**src/rtl/tis_pkg.sv**
```systemverilog
// Shared TIS core types: stream word/length types, loader states, core opcodes.
// Latency: n/a (types and constants only).
// Backpressure: n/a.
package tis_pkg;

    localparam int          WORD_W  = 16;
    localparam int          MAX_LEN = 15;
    localparam logic [11:0] MAGIC   = 12'hC0D;

    typedef logic [15:0] instr_t;
    typedef logic [3:0]  len_t;

    // Loader FSM states; CSUM only exists when the checksum word is part of the frame
`ifdef PROG_LOADER_CHECKSUM_EN
    typedef enum logic [2:0] {IDLE, LOAD, CSUM, RUN, ERR} ld_state_t;
`else
    typedef enum logic [2:0] {IDLE, LOAD, RUN, ERR} ld_state_t;
`endif

    // Core opcode field (instr[15:12]) values
    localparam logic [3:0] OP_NOP = 4'h0;
    localparam logic [3:0] OP_MOV = 4'h4;
    localparam logic [3:0] OP_ADD = 4'h5;
    localparam logic [3:0] OP_JMP = 4'h6;

    // A header carries the magic tag in [15:4] and a length of 1..max_len in [3:0]
    function automatic logic is_header(input instr_t w, input int max_len);
        return (w[15:4] == MAGIC) && (w[3:0] != 4'd0) && (int'(w[3:0]) <= max_len);
    endfunction

endpackage

```
**src/rtl/prog_loader.sv**
```systemverilog
// Frame loader: fills the core program store from a header+instructions stream, holds core in reset until committed.
// Latency: outputs registered; core leaves reset the cycle after the final frame word is accepted.
// Backpressure: none, in_ready is high whenever rst is low. Optional checksum word: PROG_LOADER_CHECKSUM_EN.
module prog_loader
    import tis_pkg::*;
#(
    parameter int          MAX_LEN = tis_pkg::MAX_LEN,
    parameter int          WORD_W  = tis_pkg::WORD_W,
    parameter logic [11:0] MAGIC   = tis_pkg::MAGIC
) (
    input  logic              clk,
    input  logic              rst,
    input  logic [WORD_W-1:0] in_data,
    input  logic              in_valid,
    output logic              in_ready,
    output logic [WORD_W-1:0] prog [0:MAX_LEN-1],
    output logic [3:0]        pLength,
    output logic              core_rst,
    output logic              loaded,
    output logic              err
);

    ld_state_t state;
    len_t      count;
    logic      xfer;
    logic      hdr_ok;
    logic      last_word;

`ifdef PROG_LOADER_CHECKSUM_EN
    logic [WORD_W-1:0] csum_acc;
`endif

    assign in_ready  = ~rst;
    assign xfer      = in_valid & in_ready;
    assign hdr_ok    = (in_data[WORD_W-1:4] == MAGIC) && (in_data[3:0] != 4'd0) &&
                       (int'(in_data[3:0]) <= MAX_LEN);
    assign last_word = (count == (pLength - 4'd1));

    // Frame FSM, write pointer, store and registered core controls
    always_ff @(posedge clk) begin
        if (rst) begin
            state    <= IDLE;
            count    <= '0;
            pLength  <= '0;
            core_rst <= 1'b1;
            loaded   <= 1'b0;
            err      <= 1'b0;
            for (int i = 0; i < MAX_LEN; i++) prog[i] <= '0;
`ifdef PROG_LOADER_CHECKSUM_EN
            csum_acc <= '0;
`endif
        end else if (xfer) begin
            case (state)
                LOAD: begin
                    prog[count] <= in_data;
`ifdef PROG_LOADER_CHECKSUM_EN
                    csum_acc    <= csum_acc ^ in_data;
`endif
                    if (last_word) begin
                        // Hold count on the last word so it never passes MAX_LEN-1
`ifdef PROG_LOADER_CHECKSUM_EN
                        state    <= CSUM;
`else
                        state    <= RUN;
                        core_rst <= 1'b0;
                        loaded   <= 1'b1;
`endif
                    end else begin
                        count <= count + 4'd1;
                    end
                end
`ifdef PROG_LOADER_CHECKSUM_EN
                CSUM: begin
                    if (in_data == csum_acc) begin
                        state    <= RUN;
                        core_rst <= 1'b0;
                        loaded   <= 1'b1;
                    end else begin
                        // Store is kept for inspection but never released to the core
                        state    <= ERR;
                        err      <= 1'b1;
                    end
                end
`endif
                default: begin
                    // IDLE, RUN, ERR: only a good header is legal; anything else is a frame error
                    core_rst <= 1'b1;
                    loaded   <= 1'b0;
                    if (hdr_ok) begin
                        state   <= LOAD;
                        err     <= 1'b0;
                        pLength <= in_data[3:0];
                        count   <= '0;
                        for (int i = 0; i < MAX_LEN; i++) prog[i] <= '0;
`ifdef PROG_LOADER_CHECKSUM_EN
                        csum_acc <= '0;
`endif
                    end else begin
                        state <= ERR;
                        err   <= 1'b1;
                    end
                end
            endcase
        end
    end

endmodule

```
**config.mk**
```make
export PLATFORM = sky130hd
export DESIGN_NAME = prog_loader
export DESIGN_NICKNAME = d
export VERILOG_FILES = /design/src/rtl/tis_pkg.sv /design/src/rtl/prog_loader.sv
export SDC_FILE = /design/constraint.sdc
export NUM_CORES = 1
export LEC_CHECK = 0
export ABC_AREA = 1
export ABC_CLOCK_PERIOD_IN_PS = 2900
export CORE_UTILIZATION = 45
export DETAILED_ROUTE_END_ITERATION = 8
export PLACE_DENSITY = 0.75
export SKIP_LAST_GASP = 1
export SYNTH_ARGS = -nofsm -noshare
export SYNTH_HDL_FRONTEND = slang
export SYNTH_SLANG_ARGS = --single-unit
```
**constraint.sdc**
```tcl
create_clock -name clk -period 2.9 [get_ports clk]
set_input_delay 0.29 -clock clk [delete_from_list [all_inputs] [get_ports clk]]
set_output_delay 0.29 -clock clk [all_outputs]
set_load 0.01 [all_outputs]
```
# Word-level counts from Yosys, hierarchy flattened
# Cells that the tools add are included.
dict set report word_totals {
  mem_count 0
  register_bits 254
  ram_bits 0
  latchBits 0
  out_inout_bits 248
  romBits 0
  elab_cells 59
}
dict set report classes {
  n_mux 16
  order_cmp 2
  n_reduce_logical 9
  addsub 2
  multipliers 0
  eq_ne 5
  div_mod_pow 0
  bitwise 4
  shifts 0
}
# operator n
set op_table {}
lappend op_table {{two-way mux 240 bit} 2}
lappend op_table {{bitwise mux 240 bit} 1}
lappend op_table {{demux 16 bit (select 4 bit)} 1}
lappend op_table {{two-way mux 16 bit} 1}
lappend op_table {{== test 12 bit, second input constant} 1}
lappend op_table {{two-way mux 4 bit} 3}
lappend op_table {{two-way mux 3 bit} 2}
lappend op_table {{AND reduction 2 bit} 3}
lappend op_table {{AND reduction 3 bit} 2}
lappend op_table {{greater-or-equal comparator 5 bit, second input constant} 1}
lappend op_table {{less-than comparator 5 x 1 -> 1 bit, second input constant} 1}
lappend op_table {{two-way mux 1 bit} 5}
lappend op_table {{NOT 4 -> 5 bit} 1}
lappend op_table {{adder 4 x 1 -> 4 bit, second input constant} 1}
lappend op_table {{== test 4 bit} 1}
lappend op_table {{inequality test 2 bit, second input constant} 2}
lappend op_table {{nonzero test 4 bit} 1}
lappend op_table {{subtractor 4 x 1 -> 4 bit, second input constant} 1}
lappend op_table {{== test 3 x 1 -> 1 bit, second input constant} 1}
lappend op_table {{logical AND 1 bit} 2}
lappend op_table {{two-way mux 2 bit} 1}
lappend op_table {{NOT 1 bit} 2}
lappend op_table {{nonzero test 2 bit} 1}
lappend op_table {{bitwise AND 1 bit} 1}

# Logic depth before layout (Yosys ltp)
dict set report depth {
  ltp_word 7
  ltp_mapped 12
  ltp_nobuf 12
}

# Worst setup path before layout
# OpenSTA, ideal clock, no wires.
dict set report synth_timing {
  kind {register to register}
  startpoint {reg pLength[0]}
  endpoint {reg count[0]}
  t_arrival_ps 1504
  setup_slack_ps 1281
  path_stages_with_launch 9
  required_ps 2785
  n_path_buf 0
  path_cell_list {dfxtp_1 inv_1 ha_1 xor2_1 nand2_1 nor2_1 nand3_1 a21oi_1 nor2_1}
}
dict set report synth_via {
  elab_chain_len 4
}
# item line
set synth_rtl {}
lappend synth_rtl {{from (decl)} prog_loader.sv:17} ;# output logic [3:0] pLength,
lappend synth_rtl {{from (signal assigned)} prog_loader.sv:92} ;# pLength <= in_data[3:0];
lappend synth_rtl {{subtractor 4 x 1 -> 4 bit} prog_loader.sv:37} ;# assign last_word = (count == (pLength - 4'd1));
lappend synth_rtl {{== test 4 bit} prog_loader.sv:37}
lappend synth_rtl {{inequality test 2 bit (no line)} --}
lappend synth_rtl {{AND reduction 3 bit (no line)} --}
lappend synth_rtl {{to (signal assigned)} prog_loader.sv:69} ;# count <= count + 4'd1;
lappend synth_rtl {{to (decl)} prog_loader.sv:24} ;# len_t count;
# Every way passes these cells.
# A chain may end at the register's enable or synchronous reset.

# Worst setup path after layout
dict set report layout_timing {
  startpoint {reg count[0]}
  endpoint {reg prog[98] in the netlist's numbering}
}
dict set report layout_via {
  elab_chain_len 7
}
# item line
set layout_rtl {}
lappend layout_rtl {{NOT 4 -> 5 bit (not written as such) *} prog_loader.sv:55} ;# prog[count] <= in_data;
lappend layout_rtl {{greater-or-equal comparator 5 bit (not written as such) or less-than comparator 5 x 1 -> 1 bit (tied branches)} prog_loader.sv:55}
lappend layout_rtl {{logical AND 1 bit (not written as such)} prog_loader.sv:55}
lappend layout_rtl {{two-way mux 16 bit (not written as such)} prog_loader.sv:55}
lappend layout_rtl {{demux 16 bit (select 4 bit) *} prog_loader.sv:55}
lappend layout_rtl {{bitwise mux 240 bit *} prog_loader.sv:55}
lappend layout_rtl {{two-way mux 240 bit *} prog_loader.sv:53} ;# case (state)
lappend layout_rtl {{to (signal, indexed assignment)} prog_loader.sv:55}
lappend layout_rtl {{to (decl)} prog_loader.sv:16} ;# output logic [WORD_W-1:0] prog [0:MAX_LEN-1],
# Every way passes the cells marked *; elsewhere a longest branch is shown, timed or not.

==> metrics.yaml <==
sta:
  hold_viol_final: 0
  timing.slew.headroom_pct: 15.9
  clock-skew-final_ns: 0.00672
  final_critical_delay_including_setup_and_external_delays_ns: 2.23
  finalCritPeriodShare_pct: 76.9
  max_slew.worst_pin.slew_ns: 1.26
  achievable-frequency_ghz: 0.448
  setup-tns-final_ns: 0
  slew_violations: 0
  grt_setup_unrepaired: "no"
  setup-violations-final: 0
die:
  placement_rows: 53
  horizontal_die_dimension_um: 149
  io-pin-count: 267
  initial_core_util_pct: 46.3
  dieArea_um2: 22300
  die_height_um: 149
  core_area_um2: 21200
clock_tree:
  worst_skew_pair.late_latency_ns: 0.52
  clk_pin_slew_worst_paths_ns: 0.07
  cts.htree.levels: 1
  cts.root.buffer_cell: "clkbuf_16"
  cts_max_path_buffers: 3
  holdBufCountCts: 0
  post-cts-setup-buffers: 0
  clkSinkCount: 253
  numCtsBuffers: 26
  tritoncts_clock_tree: "yes"
  cts_resized: 0
final_layout:
  area.growth.synth_to_final_pct: 35.9
  post_layout_nonfiller_instances: 1775
  fin_area_um2: 13300
  antenna_cells: 0
  final_nets: 1505
  fraction_of_final_layout_cells_with_drive_strength_greater_than_1_pct: 6.93
  layout_commonest_cell: "nand2_1"
  total_of_fill_cells_in_the_finished_design: 1860
  mostFrequentLayoutCells: "nand2_1, clkdlybuf4s50_1, dfxtp_1"
route:
  drt-total-wl_mm: 31.7
  detail_route.wl_per_cell_um: 17.8
  antenna_violating_nets_post_route: 0
  detail_route.vias_per_cell: 5.22
  drt_iter0_markers: 636
  detail_route.first_pass.iterations: 5
  route.detailed.drc: 0
  via_count: 9268
yosys:
  synth_compound_area_share_pct: 13.8
  synth_cell_area_um2: 9780
  main_combinational_cell_family_by_area_after_synthesis: "simple AND/OR/NAND/NOR gates"
  synthXorXnorAreaFrac_pct: 0.0895
  postSynthNetCount: 1280
  synthDistinctLibCells: 31
  gate_count_post_synth: 1256
  synth_area_per_cell_um2: 7.79
  synthesis.yosys.warnings: 0
  seq_area_frac_synth_pct: 51.8
  number_of_register_bits_inferred_by_synthesis: 253
  adder_and_majority_gate_portion_of_the_synthesized_area_pct: 0.639
  yosys.area_share.simple_pct: 27.1
  share_of_synthesized_area_spent_on_multiplexers_pct: 0
critical_path:
  cell_chain_of_the_critical_path: "inv_1 -> ha_1 -> inv_1 -> nor2_1 -> nand2_1 -> a21oi_1"
  path_common_cell: "inv_1"
  regToRegEndpoint: "prog[98]"
  r2r_cells: 6
  timing.critical_path.max_delay_family: "simple AND/OR/NAND/NOR gates"
  reg2reg_setup_slack_ns: 0.67
  critical_path_peak_fanout: 16
  path_depth: 6
  critical-path-max-stage-delay_ns: 0.97
  worst_ep_required_time_ns: 3.35
  critical_path_arrival_ns: 2.68
  cp_slowest_cell: "nor2_1"
  path_buf_inv: 2
  worstSetupEndpointType: "register"
  critPathLaunchType: "register"
  r2r-start: "count[0]"
  timing.setup.critical_path_class: "register to register"
placement:
  io_buffers: 266
  numPlacedInstances: 1728
  dpl.hpwl_mm: 20.0
  place.gp.congestion: 0.813
  post_dp_cell_area_um2: 12400
pwr:
  irDropWorstVdd_mv: 0.405
  power_density_nw_per_um2: 554
  leakage_nw: 4.36
hold_path:
  terminating_pin_of_the_worst_hold_path: "core_rst"
  hold_depth: 3
  min-delay-path-class: "primary input to register"
  hold_path.startpoint: "rst"
grt:
  grt_pass1_wl_mm: 47.9
  grt_util_all_layers_pct: 27.5
  via_count_of_the_first_global_routing_pass: 8374
  antenna_found_initial: 0
  globalRoute.totalOverflow: 0
  grt_start_max_net_pins: 241
outcome:
  outcome: "finished, final reports clean"
flow_run:
  maxCapViolations: 0
-- final cells by class --
class                           instances  area [um^2]  area share, %
Timing Repair Buffer                  281         2800           21.1
Tap cell                              275          344           2.59
Multi-Input combinational cell        890         4090           30.7
Sequential cell                       253         5060           38.1
Clock inverter                         10          111          0.838
Inverter                               29          114          0.856
Clock buffer                           37          773           5.82
-- worst min-delay path, stage by stage --
cell and delay, ns:
buf_6 0.09, inv_4 0.07, nand3_1 0.08
-- Yosys cell counts --
master	n	area, um^2
nor2_2	2	12.5
buf_8	1	15.0
buf_12	1	20.0
inv_2	5	18.8
nor2_4	12	135
nand4_1	1	6.26
nand4_4	1	21.3
buf_6	15	169
nor3_1	1	5.00
clkbuf_1	33	124
xor2_1	1	8.76
nand2_1	537	2020
nand3_4	10	175
nand3_2	2	20.0
clkinv_1	1	3.75
inv_1	21	78.8
o21ai_0	16	80.1
a21oi_1	249	1250
a21boi_0	1	7.51
buf_2	20	100
nor2_1	24	90.1
buf_4	14	105
dfxtp_1	253	5060
a21oi_2	1	8.76
nand2_4	2	22.5
nor3_2	5	50.1
nand2_2	3	18.8
a31oi_1	1	6.26
ha_1	5	62.6
nand3_1	16	80.1
inv_4	2	12.5
-- registers in the layout (all words and copies together) (netlist names) --
register / flops
core_rst: 1
state: 2
loaded: 1
count: 4
prog: 240
err: 1
pLength: 4
-- kinds of logic (layout without fill, tap and decap cells) --
logic type / count (synthesis) / count (layout)
AO/OA/AOI/OAI: 268 / 268
AND/OR/NAND/NOR: 616 / 616
buffers and inverters: 113 / 357
flip-flops: 253 / 253
adder cells (fa/ha/maj): 5 / 5
XOR/XNOR: 1 / 1
-- routing by layer --
metal  global-route usage, %  wire length [um]  part of all wire (%)
met5                       0                 0                     0
met4                    10.0              1080                   3.4
met3                    7.50              3280                    10
met2                    44.0             14500                    46
met1                    35.5             12800                    40
-- where the power goes --
part / total [W] / internal [W] / switching, W
registers: 0.00351 / 0.00349 / 0.0000142
logic: 0.000423 / 0.000105 / 0.000318
clock network: 0.00343 / 0.00203 / 0.00140
-- worst max-delay path by stage --
stage                           from        end  slack [ns]
after floorplan           pLength[0]   count[0]        1.28
after global placement    in_data[4]   prog[20]        0.59
after detailed placement  in_data[4]   prog[23]        0.54
after CTS                   count[0]  prog[104]        0.71
after global routing        count[0]  prog[102]        0.42
final                       count[0]   prog[98]        0.67
-- metrics by stage --
stage | util (%) | setup slack, ns | power [W] | hold slack [ns]
after global routing | 62.8 | 0.419 | 0.00755 | 0.0446
after detailed placement | 58.7 | 0.538 | 0.00400 | 0.451
after CTS | 62.8 | 0.709 | 0.00739 | 0.0308
after global placement | 58.7 | 0.586 | 0.00400 | 0.441
after floorplan | - | 1.28 | 0.00389 | 0.458
final | 62.8 | 0.670 | 0.00736 | 0.0391
Note: power is estimated with default switching activity, not from simulation.
